<file path="config.mk">
export PLATFORM = sky130hd
export DESIGN_NAME = uart_tx_device_flat
export DESIGN_NICKNAME = d
export VERILOG_FILES = /design/src/rtl/uart_tx_pkg.sv /design/src/rtl/uart_tx_if.sv /design/src/rtl/uart_tx_fifo.sv /design/src/rtl/uart_tx_device.sv /design/src/flat_wrapper.sv
export SDC_FILE = /design/constraint.sdc
export NUM_CORES = 1
export LEC_CHECK = 0
export ABC_AREA = 1
export BUFFER_PORTS_ARGS = -buffer_cell sky130_fd_sc_hd__buf_2
export CAP_MARGIN = 5
export CORE_MARGIN = 5
export CORE_UTILIZATION = 35
export DETAILED_ROUTE_END_ITERATION = 16
export GPL_ROUTABILITY_DRIVEN = 0
export HOLD_SLACK_MARGIN = 0.15
export SYNTH_ARGS = -nofsm -noshare
export SYNTH_HDL_FRONTEND = slang
export SYNTH_SLANG_ARGS = --single-unit
export TNS_END_PERCENT = 1
</file>
<file path="constraint.sdc">
create_clock -name clk_i -period 2.7 [get_ports clk_i]
set_input_delay 0.54 -clock clk_i [delete_from_list [all_inputs] [get_ports clk_i]]
set_output_delay 0.54 -clock clk_i [all_outputs]
set_load 0.05 [all_outputs]
</file>
<file path="src/rtl/uart_tx_pkg.sv">
// Shared definitions for the memory-mapped UART transmitter.
// Contents:
//   REG_*          register offsets, compared against addr[3:2]
//   STATUS_*       bit positions inside the STATUS register
//   CTRL_*         bit positions inside the CTRL register
//   tx_state_e     shift FSM state encoding
//   div_sanitize   maps a written bit period of 0 to 1
package uart_tx_pkg;

   localparam logic [1:0] REG_TXDATA = 2'd0;
   localparam logic [1:0] REG_STATUS = 2'd1;
   localparam logic [1:0] REG_DIV    = 2'd2;
   localparam logic [1:0] REG_CTRL   = 2'd3;

   localparam int STATUS_FULL_BIT  = 0;
   localparam int STATUS_EMPTY_BIT = 1;
   localparam int STATUS_BUSY_BIT  = 2;
   localparam int STATUS_COUNT_LSB = 8;

   localparam int CTRL_TX_EN_BIT  = 0;
   localparam int CTRL_IRQ_EN_BIT = 1;

   typedef enum logic [1:0] {
      IDLE  = 2'd0,
      START = 2'd1,
      DATA  = 2'd2,
      STOP  = 2'd3
   } tx_state_e;

   // A bit period of zero cycles is meaningless; the shortest legal period is one cycle.
   function automatic logic [15:0] div_sanitize(input logic [15:0] value);
      return (value == 16'd0) ? 16'd1 : value;
   endfunction

endpackage

</file>
<file path="src/rtl/uart_tx_if.sv">
// Simple-system bus slot interface for the UART transmitter.
// Signals:
//   req    request, always granted
//   we     1 = write, 0 = read
//   be     byte enables
//   addr   byte address
//   wdata  write data
//   rvalid response valid, exactly one cycle after req
//   rdata  read data, valid with rvalid
//   err    error response, valid with rvalid
// Handshake: the master holds req high for one cycle per access together with we/be/addr/wdata;
// there is no back-pressure. The slave answers every request with rvalid high for exactly one
// cycle on the following cycle, with rdata and err valid in that same cycle.
interface uart_tx_if #(
   parameter int DataWidth    = 32,
   parameter int AddressWidth = 32
);

   logic                    req;
   logic                    we;
   logic [3:0]              be;
   logic [AddressWidth-1:0] addr;
   logic [DataWidth-1:0]    wdata;
   logic                    rvalid;
   logic [DataWidth-1:0]    rdata;
   logic                    err;

   modport master (
      output req, we, be, addr, wdata,
      input  rvalid, rdata, err
   );

   modport slave (
      input  req, we, be, addr, wdata,
      output rvalid, rdata, err
   );

endinterface

</file>
<file path="src/rtl/uart_tx_fifo.sv">
// Synchronous FIFO holding bytes waiting to be serialised.
// Ports:
//   clk_i, rst_ni  clock, synchronous active-low reset
//   push_i/wdata_i write one entry (ignored when full)
//   pop_i/rdata_o  rdata_o is the head entry; pop_i removes it (ignored when empty)
//   full_o/empty_o occupancy flags, derived from the registered count
//   count_o        number of stored entries
// Flags come straight from registers, so a push becomes visible to the reader one cycle later.
module uart_tx_fifo #(
   parameter int Depth = 8,
   parameter int Width = 8,
   localparam int PtrW = $clog2(Depth),
   localparam int CntW = $clog2(Depth) + 1
) (
   input  logic             clk_i,
   input  logic             rst_ni,
   input  logic             push_i,
   input  logic [Width-1:0] wdata_i,
   input  logic             pop_i,
   output logic [Width-1:0] rdata_o,
   output logic             full_o,
   output logic             empty_o,
   output logic [CntW-1:0]  count_o
);

   logic [Width-1:0] mem_q [Depth];
   logic [Width-1:0] mem_d [Depth];
   logic [PtrW-1:0]  wr_ptr_q, wr_ptr_d;
   logic [PtrW-1:0]  rd_ptr_q, rd_ptr_d;
   logic [CntW-1:0]  count_q, count_d;
   logic             push_ok;
   logic             pop_ok;

   assign full_o  = (count_q == CntW'(Depth));
   assign empty_o = (count_q == '0);
   assign count_o = count_q;
   assign rdata_o = mem_q[rd_ptr_q];

   // Both flags use the pre-update count, so a push on a full FIFO is refused even if a pop
   // frees a slot in the same cycle.
   assign push_ok = push_i & ~full_o;
   assign pop_ok  = pop_i & ~empty_o;

   always_comb begin
      mem_d    = mem_q;
      wr_ptr_d = wr_ptr_q;
      rd_ptr_d = rd_ptr_q;
      if (push_ok) begin
         mem_d[wr_ptr_q] = wdata_i;
         wr_ptr_d        = wr_ptr_q + PtrW'(1);
      end
      if (pop_ok) begin
         rd_ptr_d = rd_ptr_q + PtrW'(1);
      end
      count_d = count_q + CntW'(push_ok) - CntW'(pop_ok);
   end

   always_ff @(posedge clk_i) begin
      if (!rst_ni) begin
         mem_q    <= '{default: '0};
         wr_ptr_q <= '0;
         rd_ptr_q <= '0;
         count_q  <= '0;
      end else begin
         mem_q    <= mem_d;
         wr_ptr_q <= wr_ptr_d;
         rd_ptr_q <= rd_ptr_d;
         count_q  <= count_d;
      end
   end

endmodule

</file>
<file path="src/rtl/uart_tx_device.sv">
// Memory-mapped 8N1 UART transmitter on the simple-system bus.
// Ports:
//   clk_i        system clock
//   rst_ni       synchronous active-low reset
//   bus          device slot (uart_tx_if.slave): req/we/be/addr/wdata in, rvalid/rdata/err out
//   uart_tx_o    serial line, idle high
//   irq_o        level interrupt: irq_en and FIFO empty and shifter idle
//   dbg_state_o  current shift FSM state
// Registers, selected by addr[3:2] (upper address bits alias):
//   0 TXDATA  write pushes wdata[7:0] when be[0]; full FIFO drops the byte with err. Reads 0.
//   1 STATUS  [0] full, [1] empty, [2] busy, [11:8] FIFO count. Writes answer err.
//   2 DIV     [15:0] cycles per bit; writing 0 stores 1.
//   3 CTRL    [0] tx_en, [1] irq_en.
module uart_tx_device
   import uart_tx_pkg::*;
#(
   parameter int DataWidth    = 32,
   parameter int AddressWidth = 32,
   parameter int FifoDepth    = 8,
   parameter int ClkDiv       = 16
) (
   input  logic      clk_i,
   input  logic      rst_ni,
   uart_tx_if.slave  bus,
   output logic      uart_tx_o,
   output logic      irq_o,
   output tx_state_e dbg_state_o
);

   localparam int CntW = $clog2(FifoDepth) + 1;

   // FIFO connections
   logic            fifo_push;
   logic            fifo_pop;
   logic            fifo_full;
   logic            fifo_empty;
   logic [CntW-1:0] fifo_count;
   logic [7:0]      fifo_rdata;

   // Bus response and configuration registers
   logic                 rvalid_q, rvalid_d;
   logic [DataWidth-1:0] rdata_q, rdata_d;
   logic                 err_q, err_d;
   logic [15:0]          div_q, div_d;
   logic                 tx_en_q, tx_en_d;
   logic                 irq_en_q, irq_en_d;
   logic [DataWidth-1:0] status_word;

   // Shift FSM
   tx_state_e   state_q, state_d;
   logic [15:0] baud_cnt_q, baud_cnt_d;
   logic [2:0]  bit_cnt_q, bit_cnt_d;
   logic [7:0]  shift_q, shift_d;
   logic        bit_done;
   logic        start_frame;
   logic        busy;

   // Only addr[3:2] and wdata[15:0] carry meaning for this device.
   logic unused_bus_bits;
   assign unused_bus_bits = ^{bus.addr[AddressWidth-1:4], bus.addr[1:0],
                              bus.wdata[DataWidth-1:16]};

   uart_tx_fifo #(
      .Depth (FifoDepth),
      .Width (8)
   ) u_fifo (
      .clk_i   (clk_i),
      .rst_ni  (rst_ni),
      .push_i  (fifo_push),
      .wdata_i (bus.wdata[7:0]),
      .pop_i   (fifo_pop),
      .rdata_o (fifo_rdata),
      .full_o  (fifo_full),
      .empty_o (fifo_empty),
      .count_o (fifo_count)
   );

   // ---------------------------------------------------------------- register decode

   always_comb begin
      status_word                               = '0;
      status_word[STATUS_FULL_BIT]              = fifo_full;
      status_word[STATUS_EMPTY_BIT]             = fifo_empty;
      status_word[STATUS_BUSY_BIT]              = busy;
      status_word[STATUS_COUNT_LSB +: 4]        = 4'(fifo_count);
   end

   always_comb begin
      fifo_push = 1'b0;
      rvalid_d  = bus.req;
      rdata_d   = '0;
      err_d     = 1'b0;
      div_d     = div_q;
      tx_en_d   = tx_en_q;
      irq_en_d  = irq_en_q;
      if (bus.req) begin
         case (bus.addr[3:2])
            REG_TXDATA: begin
               if (bus.we && bus.be[0]) begin
                  if (fifo_full) begin
                     err_d = 1'b1;
                  end else begin
                     fifo_push = 1'b1;
                  end
               end
            end
            REG_STATUS: begin
               if (bus.we) begin
                  err_d = 1'b1;
               end else begin
                  rdata_d = status_word;
               end
            end
            REG_DIV: begin
               if (bus.we) begin
                  // Any enabled lane updates the whole field; be==0 is a silent no-op.
                  if (bus.be != 4'b0000) begin
                     div_d = div_sanitize(bus.wdata[15:0]);
                  end
               end else begin
                  rdata_d[15:0] = div_q;
               end
            end
            default: begin
               if (bus.we) begin
                  if (bus.be != 4'b0000) begin
                     tx_en_d  = bus.wdata[CTRL_TX_EN_BIT];
                     irq_en_d = bus.wdata[CTRL_IRQ_EN_BIT];
                  end
               end else begin
                  rdata_d[CTRL_TX_EN_BIT]  = tx_en_q;
                  rdata_d[CTRL_IRQ_EN_BIT] = irq_en_q;
               end
            end
         endcase
      end
   end

   always_ff @(posedge clk_i) begin
      if (!rst_ni) begin
         rvalid_q <= 1'b0;
         rdata_q  <= '0;
         err_q    <= 1'b0;
         div_q    <= 16'(ClkDiv);
         tx_en_q  <= 1'b1;
         irq_en_q <= 1'b0;
      end else begin
         rvalid_q <= rvalid_d;
         rdata_q  <= rdata_d;
         err_q    <= err_d;
         div_q    <= div_d;
         tx_en_q  <= tx_en_d;
         irq_en_q <= irq_en_d;
      end
   end

   assign bus.rvalid = rvalid_q;
   assign bus.rdata  = rdata_q;
   assign bus.err    = err_q;

   // ---------------------------------------------------------------- shift FSM: state register

   always_ff @(posedge clk_i) begin
      if (!rst_ni) begin
         state_q    <= IDLE;
         baud_cnt_q <= '0;
         bit_cnt_q  <= '0;
         shift_q    <= '0;
      end else begin
         state_q    <= state_d;
         baud_cnt_q <= baud_cnt_d;
         bit_cnt_q  <= bit_cnt_d;
         shift_q    <= shift_d;
      end
   end

   // ---------------------------------------------------------------- shift FSM: next state

   // The baud counter is loaded with DIV at the start of every bit and the bit ends when it
   // reaches 1, so each bit lasts exactly DIV cycles. Because DIV is only sampled at a load, a
   // mid-frame DIV write takes effect from the next bit boundary.
   assign bit_done    = (baud_cnt_q <= 16'd1);
   assign start_frame = tx_en_q & ~fifo_empty;

   always_comb begin
      state_d    = state_q;
      baud_cnt_d = baud_cnt_q;
      bit_cnt_d  = bit_cnt_q;
      shift_d    = shift_q;
      fifo_pop   = 1'b0;
      if ((state_q != IDLE) && !bit_done) begin
         baud_cnt_d = baud_cnt_q - 16'd1;
      end
      case (state_q)
         IDLE: begin
            if (start_frame) begin
               state_d    = START;
               fifo_pop   = 1'b1;
               shift_d    = fifo_rdata;
               baud_cnt_d = div_q;
            end
         end
         START: begin
            if (bit_done) begin
               state_d    = DATA;
               bit_cnt_d  = 3'd0;
               baud_cnt_d = div_q;
            end
         end
         DATA: begin
            if (bit_done) begin
               baud_cnt_d = div_q;
               shift_d    = shift_q >> 1;
               if (bit_cnt_q == 3'd7) begin
                  state_d = STOP;
               end else begin
                  bit_cnt_d = bit_cnt_q + 3'd1;
               end
            end
         end
         STOP: begin
            if (bit_done) begin
               // Chain straight into the next start bit so back-to-back frames have no gap.
               if (start_frame) begin
                  state_d    = START;
                  fifo_pop   = 1'b1;
                  shift_d    = fifo_rdata;
                  baud_cnt_d = div_q;
               end else begin
                  state_d    = IDLE;
                  baud_cnt_d = '0;
               end
            end
         end
         default: begin
            state_d = IDLE;
         end
      endcase
   end

   // ---------------------------------------------------------------- shift FSM: outputs

   always_comb begin
      uart_tx_o = 1'b1;
      busy      = (state_q != IDLE);
      case (state_q)
         START:   uart_tx_o = 1'b0;
         DATA:    uart_tx_o = shift_q[0];
         default: uart_tx_o = 1'b1;
      endcase
      // Built only from registered state, so a push in the same cycle cannot glitch it.
      irq_o = irq_en_q & fifo_empty & ~busy;
   end

   assign dbg_state_o = state_q;

endmodule

</file>
<file path="src/flat_wrapper.sv">
// flat-port wrapper written by rule: the top's interface ports become plain ports
module uart_tx_device_flat import uart_tx_pkg::*;
#(
   parameter int DataWidth    = 32,
   parameter int AddressWidth = 32,
   parameter int FifoDepth    = 8,
   parameter int ClkDiv       = 16
)
  (clk_i, rst_ni, uart_tx_o, irq_o, dbg_state_o, bus_req, bus_we, bus_be, bus_addr, bus_wdata, bus_rvalid, bus_rdata, bus_err);
  uart_tx_if #(.DataWidth(DataWidth), .AddressWidth(AddressWidth)) bus_i ();
  input  logic clk_i;
  input  logic rst_ni;
  output logic uart_tx_o;
  output logic irq_o;
  output tx_state_e dbg_state_o;
  input wire logic [$bits(bus_i.req)-1:0] bus_req;
  input wire logic [$bits(bus_i.we)-1:0] bus_we;
  input wire logic [$bits(bus_i.be)-1:0] bus_be;
  input wire logic [$bits(bus_i.addr)-1:0] bus_addr;
  input wire logic [$bits(bus_i.wdata)-1:0] bus_wdata;
  output wire logic [$bits(bus_i.rvalid)-1:0] bus_rvalid;
  output wire logic [$bits(bus_i.rdata)-1:0] bus_rdata;
  output wire logic [$bits(bus_i.err)-1:0] bus_err;
  assign bus_i.req = bus_req;
  assign bus_i.we = bus_we;
  assign bus_i.be = bus_be;
  assign bus_i.addr = bus_addr;
  assign bus_i.wdata = bus_wdata;
  assign bus_rvalid = bus_i.rvalid;
  assign bus_rdata = bus_i.rdata;
  assign bus_err = bus_i.err;
  uart_tx_device #(.DataWidth(DataWidth), .AddressWidth(AddressWidth), .FifoDepth(FifoDepth), .ClkDiv(ClkDiv)) u_core (.clk_i(clk_i), .rst_ni(rst_ni), .bus(bus_i), .uart_tx_o(uart_tx_o), .irq_o(irq_o), .dbg_state_o(dbg_state_o));
endmodule
</file>
# Yosys cells after proc, flatten, opt, wreduce, memory -nomap -nowiden

Cells that the tools add are included.

Output and inout port bits: 38
Bits of input ports: 72
Logic and storage cells: 122
Bits in registers: 155

Magnitude comparators: 4
Reduce and logical (&&, ||, !) cells: 21
Muxes and demuxes: 45
$add $sub $neg: 6
Bitwise logic cells: 11
Equality and inequality tests: 13

Operator list:

| kind                                                                               | count |
|---|---|
| 16-bit two-way mux                                                                 | 7 |
| 64-bit bitwise mux                                                                 | 1 |
| 8-bit two-way mux                                                                  | 6 |
| 16-bit one-hot mux with 3 select lines                                             | 1 |
| 14-bit one-hot mux with 2 select lines                                             | 1 |
| 8-bit binary-select mux with 3-bit select                                          | 1 |
| 8-bit demux with 3-bit select                                                      | 1 |
| 8-bit one-hot mux with 3 select lines                                              | 1 |
| 16-bit by 1-bit less-or-equal comparator with 1-bit output (second input constant) | 1 |
| 16-bit logical NOT                                                                 | 1 |
| 16-bit by 1-bit subtractor with 16-bit output (second input constant)              | 1 |
| 12-bit two-way mux                                                                 | 1 |
| 2-bit two-way mux                                                                  | 6 |
| 4-bit AND reduction                                                                | 3 |
| 1-bit two-way mux                                                                  | 10 |
| 2-bit by 1-bit != test with 1-bit output (second input constant)                   | 5 |
| 3-bit by 1-bit adder with 3-bit output (second input constant)                     | 3 |
| 3-bit two-way mux                                                                  | 3 |
| 4-bit greater-or-equal comparator (second input constant)                          | 2 |
| 3-bit inverter with 4-bit output                                                   | 2 |
| 2-bit one-hot mux with 4 select lines                                              | 1 |
| 2-bit equality test (second input constant)                                        | 3 |
| 1-bit one-hot mux with 2 select lines                                              | 3 |
| 2-bit one-hot mux with 3 select lines                                              | 1 |
| 22 further kinds                                                                   | 35 |

# Longest topological paths before layout

Depth in word-level cells: 8
Depth in mapped cells: 18

# By module

A second synthesis with hierarchy kept.

Cells, all modules: 1148
Area total of the unflattened synthesis: 7574.8 um^2

Modules (own cells, without submodules):

| module         | area an instance (um^2) | times used | cells an instance |
|---|---|---|---|
| uart_tx_fifo   | 3888.7                  | 1          | 610 |
| uart_tx_device | 3686.0                  | 1          | 538 |

# Worst setup path before layout

No wires, ideal clock.

Kind: reg2out
Start: reg u_core.state_q[0] (netlist: u_core.dbg_state_o[0])
End: out uart_tx_o
Slack: -0.122 ns
Data required time: 2.160 ns
Stages on the path, launching flop included: 4
Arrival time: 2.282 ns
Path through: dfxtp_1 > inv_1 > ha_1 > o21ai_0

Word-level cells in the longest chain between the ends: 2

RTL lines:

| item                                                                                         | RTL line              | text |
|---|---|---|
| start, declared                                                                              | uart_tx_device.sv:50  | `tx_state_e state_q, state_d;` |
| start signal, assigned                                                                       | uart_tx_device.sv:170 | `state_q <= state_d;` |
| 2-bit equality test / 2-bit by 1-bit equality test with 1-bit output (equally long branches) | uart_tx_device.sv:246 | `case (state_q)` |
| 1-bit one-hot mux with 2 select lines (*)                                                    | uart_tx_device.sv:246 |  |
| end, declared                                                                                | flat_wrapper.sv:13    | `output logic uart_tx_o;` |

Every way passes the cells marked *; elsewhere a longest branch is shown, timed or not.

# Worst setup path after layout

Start: reg u_core.baud_cnt_q[0]
End: reg u_core.u_fifo.count_q[2] (netlist: u_core.u_fifo.count_o[2])

Word-level cells in the longest chain between the ends: 5

RTL lines:

| item                                                       | RTL line              | text |
|---|---|---|
| start, declared                                            | uart_tx_device.sv:51  | `logic [15:0] baud_cnt_q, baud_cnt_d;` |
| start signal, assigned                                     | uart_tx_device.sv:171 | `baud_cnt_q <= baud_cnt_d;` |
| 16-bit by 1-bit less-or-equal comparator with 1-bit output | uart_tx_device.sv:182 | `assign bit_done = (baud_cnt_q <= 16'd1);` |
| 1-bit two-way mux                                          | uart_tx_device.sv:222 | `if (bit_done) begin` |
| 1-bit one-hot mux with 2 select lines                      | uart_tx_device.sv:194 | `case (state_q)` |
| 1-bit AND                                                  | uart_tx_fifo.sv:42    | `assign pop_ok = pop_i & ~empty_o;` |
| net u_core.u_fifo.pop_ok                                   | uart_tx_fifo.sv:32    | `logic pop_ok;` |
| 4-bit by 1-bit subtractor with 4-bit output                | uart_tx_fifo.sv:55    | `count_d = count_q + CntW'(push_ok) - CntW'(pop_ok);` |
| end signal, assigned                                       | uart_tx_fifo.sv:68    | `count_q <= count_d;` |
| end, declared                                              | uart_tx_fifo.sv:30    | `logic [CntW-1:0] count_q, count_d;` |

The timed path passes the listed nets, and every way through them passes these cells.
A chain may end at the register's enable or synchronous reset.

==> impl_metrics.sql <==
INSERT INTO impl_metrics (metric_group, metric, value, unit) VALUES
('status', 'run_status', 'finished, final reports clean', ''),
('detailed_routing', 'post-route-drc-count', '0', ''),
('sta', 'maxClockFrequency', '392', 'MHz'),
('placed_design', 'port_buffers', '47', ''),
('final_layout', 'layout_common_cells', '139 x dfxtp_1, 136 x o21ai_0, 125 x nor2_1, 125 x nand2_1, 107 x a21oi_1', ''),
('synth', 'synth_seq_cells', '139', ''),
('power_and_ir_drop', 'clkPwrFrac', '25.7', '%'),
('power_and_ir_drop', 'p_leak', '3.40', 'nW'),
('grt', 'grt_first_pass_wirelength', '29400', 'um'),
('synth', 'edff_count_synth', '0', ''),
('clocking', 'clkSinkCount', '139', ''),
('critical_path', 'crit_type', 'flip-flop to flip-flop', ''),
('sta', 'worst_slew_margin_rel', '61.5', '%'),
('grt', 'grt_antenna_before_repair', '0', ''),
('power_and_ir_drop', 'power.total', '8.54', 'mW'),
('synth', 'synth_largest_area_cell', 'dfxtp_1', ''),
('clocking', 'tritoncts_clock_tree', 'yes', ''),
('die', 'ioPinCount', '110', ''),
('sta', 'max_slew.worst_pin.slew', '0.577', 'ns'),
('clocking', 'cts-buffers-inserted', '17', ''),
('synth', 'synth_seq_area_share', '40.8', '%'),
('power_and_ir_drop', 'cellInternalPower', '4.92', 'mW'),
('power_and_ir_drop', 'sw_frac_of_total', '42.4', '%'),
('synth', 'post_synth.cell_area_avg', '7.25', 'sq um'),
('synth', 'ys_dominant_reg_cell', 'dfxtp_1', ''),
('clocking', 'clock_transition_at_path_regs', '0.06', 'ns'),
('sta', 'fin_worst_skew', '0.00521', 'ns'),
('critical_path', 'worst-endpoint-arrival', '2.86', 'ns'),
('grt', 'grt_max_degree', '49', ''),
('grt', 'globalRouteOverflowTotal', '0', ''),
('final_layout', 'stdcell_area', '7860', 'sq um'),
('die', 'die-area', '22400', 'sq um'),
('final_layout', 'post_route_cells_drive_above_1_share', '13.9', '%'),
('sta', 'fin_crit_sh', '94.6', '%'),
('min_path', 'hold_path.class', 'primary input to flip-flop', ''),
('synth', 'async_reset_ff_share', '0', '%'),
('die', 'die_h', '150', 'um'),
('placed_design', 'dp_hpwl', '12600', 'um'),
('placed_design', 'dpl_cell_area', '7280', 'sq um'),
('final_layout', 'final_nets', '1082', ''),
('final_layout', 'final_common_cell', 'dfxtp_1', ''),
('critical_path', 'worstPathMaxFanout', '5', ''),
('grt', 'grt_pass1_vias', '5821', ''),
('detailed_routing', 'drt-vias-per-instance', '4.92', ''),
('die', 'floorplan.rows', '51', ''),
('clocking', 'maximum_count_of_clock_buffers_along_a_single_path', '2', ''),
('critical_path', 'critical_path.endpoint_type', 'flip-flop', ''),
('sta', 'timing.final.hold_violations', '0', ''),
('critical_path', 'critical_path_startpoint_category', 'flip-flop', ''),
('final_layout', 'diodes', '0', ''),
('detailed_routing', 'drt.antenna.violating_nets', '0', ''),
('detailed_routing', 'first_pass_iters', '7', ''),
('synth', 'synthCells', '942', ''),
('power_and_ir_drop', 'power_switching', '3.62', 'mW'),
('clocking', 'ctsHtreeMaxLevel', '4', ''),
('die', 'initial_utilization', '35.3', '%'),
('power_and_ir_drop', 'combinationalPowerShare', '46.1', '%'),
('sta', 'finalHoldWorstSlack', '0.378', 'ns'),
('power_and_ir_drop', 'sequentialPowerShare', '28.1', '%'),
('detailed_routing', 'drt-total-wl', '18100', 'um'),
('die', 'chipWidth', '150', 'um'),
('clocking', 'cts.hold.buffers_added', '0', ''),
('detailed_routing', 'total_via_count_in_the_routed_design', '6218', ''),
('grt', 'gr-usage-all-layers', '16.4', '%'),
('power_and_ir_drop', 'p_per_area', '1090', 'nW/um^2'),
('synth', 'synthesis.yosys.warnings', '0', ''),
('sta', 'slew_violations', '0', ''),
('detailed_routing', 'dr.first_iter.drc_count', '390', ''),
('detailed_routing', 'wl_per_cell', '14.3', 'um'),
('power_and_ir_drop', 'vdd_drop_max', '0.541', 'mV'),
('sta', 'final_period_minus_worst_setup_slack', '2.55', 'ns'),
('clocking', 'insertion_delay_of_the_later_clocked_pin_in_the_worst_skew_pair', '0.42', 'ns'),
('final_layout', 'area.growth.synth_to_final', '15.1', '%'),
('job', 'max-cap-violations', '0', ''),
('synth', 'yosysTopAreaCellShare', '40.8', '%'),
('critical_path', 'crit_required', '3.01', 'ns'),
('clocking', 'cts.root.buffer_cell', 'clkbuf_16', ''),
('sta', 'final_report_setup_violation_count', '0', ''),
('die', 'core_footprint', '19300', 'sq um'),
('synth', 'synth.lib_cells_used.distinct', '45', ''),
('critical_path', 'rrSetupSlack', '0.15', 'ns'),
('synth', 'synth.area.top_cells', 'dfxtp_1 41%, o21ai_0 10%, a21oi_1 7.9%, nand2_1 6.9%, nor2_1 6.9%', ''),
('synth', 'post_synthesis_instance_area', '6830', 'sq um');
[worst paths after layout]
kind,from,cells past startpoint,to
setup / recovery,u_core.baud_cnt_q[0],16,u_core.u_fifo.count_o[2]
hold / removal,bus_wdata[8],3,u_core.div_q[8]
setup reg to reg,u_core.baud_cnt_q[0],16,u_core.u_fifo.count_o[2]
hold reg to reg,u_core.u_fifo.mem_q[16],2,u_core.u_fifo.mem_q[16]
[stage by stage]
step           util [%]  setup TNS, ns  worst slack (ns)  instances
2_1_floorplan         -         -0.168            -0.118        957
3_5_place_dp       37.7              0             0.101       1231
3_3_place_gp       37.7              0             0.151       1231
6_report           40.7              0             0.147       1264
4_1_cts            40.5              0            0.0221       1262
5_1_grt            40.7       -0.00263          -0.00263       1264
[cell families (layout without fill, tap and decap cells)]
logic type	after synthesis	in the layout	share of synthesized area, %
xor+xnor	7	7	0.898
flops	139	139	40.8
fa+ha+maj	23	23	4.33
other cells	1	16	0.0549
compound gates	292	292	22.9
simple gates	325	325	20.7
buf+inv	155	197	10.3
[critical path: stages, from the launching register on]
cell      delay (ns)
dfxtp_1         0.36
inv_1           0.09
ha_1            0.23
o21ai_2         0.17
nor2_4          0.06
nand2_4         0.11
clkinv_2        0.07
nand2_1         0.05
nand2_1         0.05
nand2_2         0.09
inv_2           0.07
ha_1            0.27
inv_1           0.04
ha_1            0.20
fa_1            0.39
xnor2_1         0.15
nor2_1          0.05
[synth_stat cells, drive strengths merged, types with 7 or more instances]
cell,n
nand2,135
ha,22
nand3,34
inv,91
clkbuf,27
dfxtp,139
o211ai,9
nor2,136
nor3,9
o21ai,149
o22ai,7
buf,34
a21oi,112
[power groups by stage]
stage                     Combinational [mW]  Sequential (mW)  Clock, mW
final                                   3.94             2.40       2.20
after global routing                    4.44             2.43       2.33
after CTS                               3.88             2.40       2.24
after detailed placement                3.86             2.45          0
after global placement                  3.83             2.44          0
after floorplan                         2.96             2.45          0
[metal layers]
metal  share of wire, %  track usage [%]  vias up
li1                   -                -     3172
met1                 46             20.6     2895
met2                 48             28.1      124
met3                3.9             3.24       27
met4                2.1             5.54        0
met5                  0                0        -
[flip-flops by register name, summed over array words and instances (netlist names)]
| name | count |
|---|---|
| u_core.u_fifo.wr_ptr_q | 3 |
| u_core.tx_en_q | 1 |
| u_core.irq_en_q | 1 |
| u_core.shift_q | 8 |
| u_core.u_fifo.mem_q | 64 |
| u_core.bus.err | 1 |
| u_core.baud_cnt_q | 16 |
| u_core.dbg_state_o | 2 |
| u_core.u_fifo.rd_ptr_q | 3 |
| u_core.div_q | 16 |
| u_core.bit_cnt_q | 3 |
| u_core.u_fifo.count_o | 4 |
| u_core.bus.rvalid | 1 |
| u_core.bus.rdata | 16 |
[layout make-up]
class / instances / area (sq um)
well taps: 265 / 332
inverters: 94 / 354
multi-input cells: 663 / 3410
repair buffers: 72 / 438
flip-flops and latches: 139 / 2780
clock buffers: 24 / 482
fillers: 1992 / 11500
clock inverters: 7 / 66.3
[timing repair]
item                                   CTS  global route
endpoints found under the hold margin    0             0
resized for setup                        0             6
setup endpoints to repair                0             4
buffers inserted                         0             2
No activity file was read; power rests on OpenSTA's default activity.
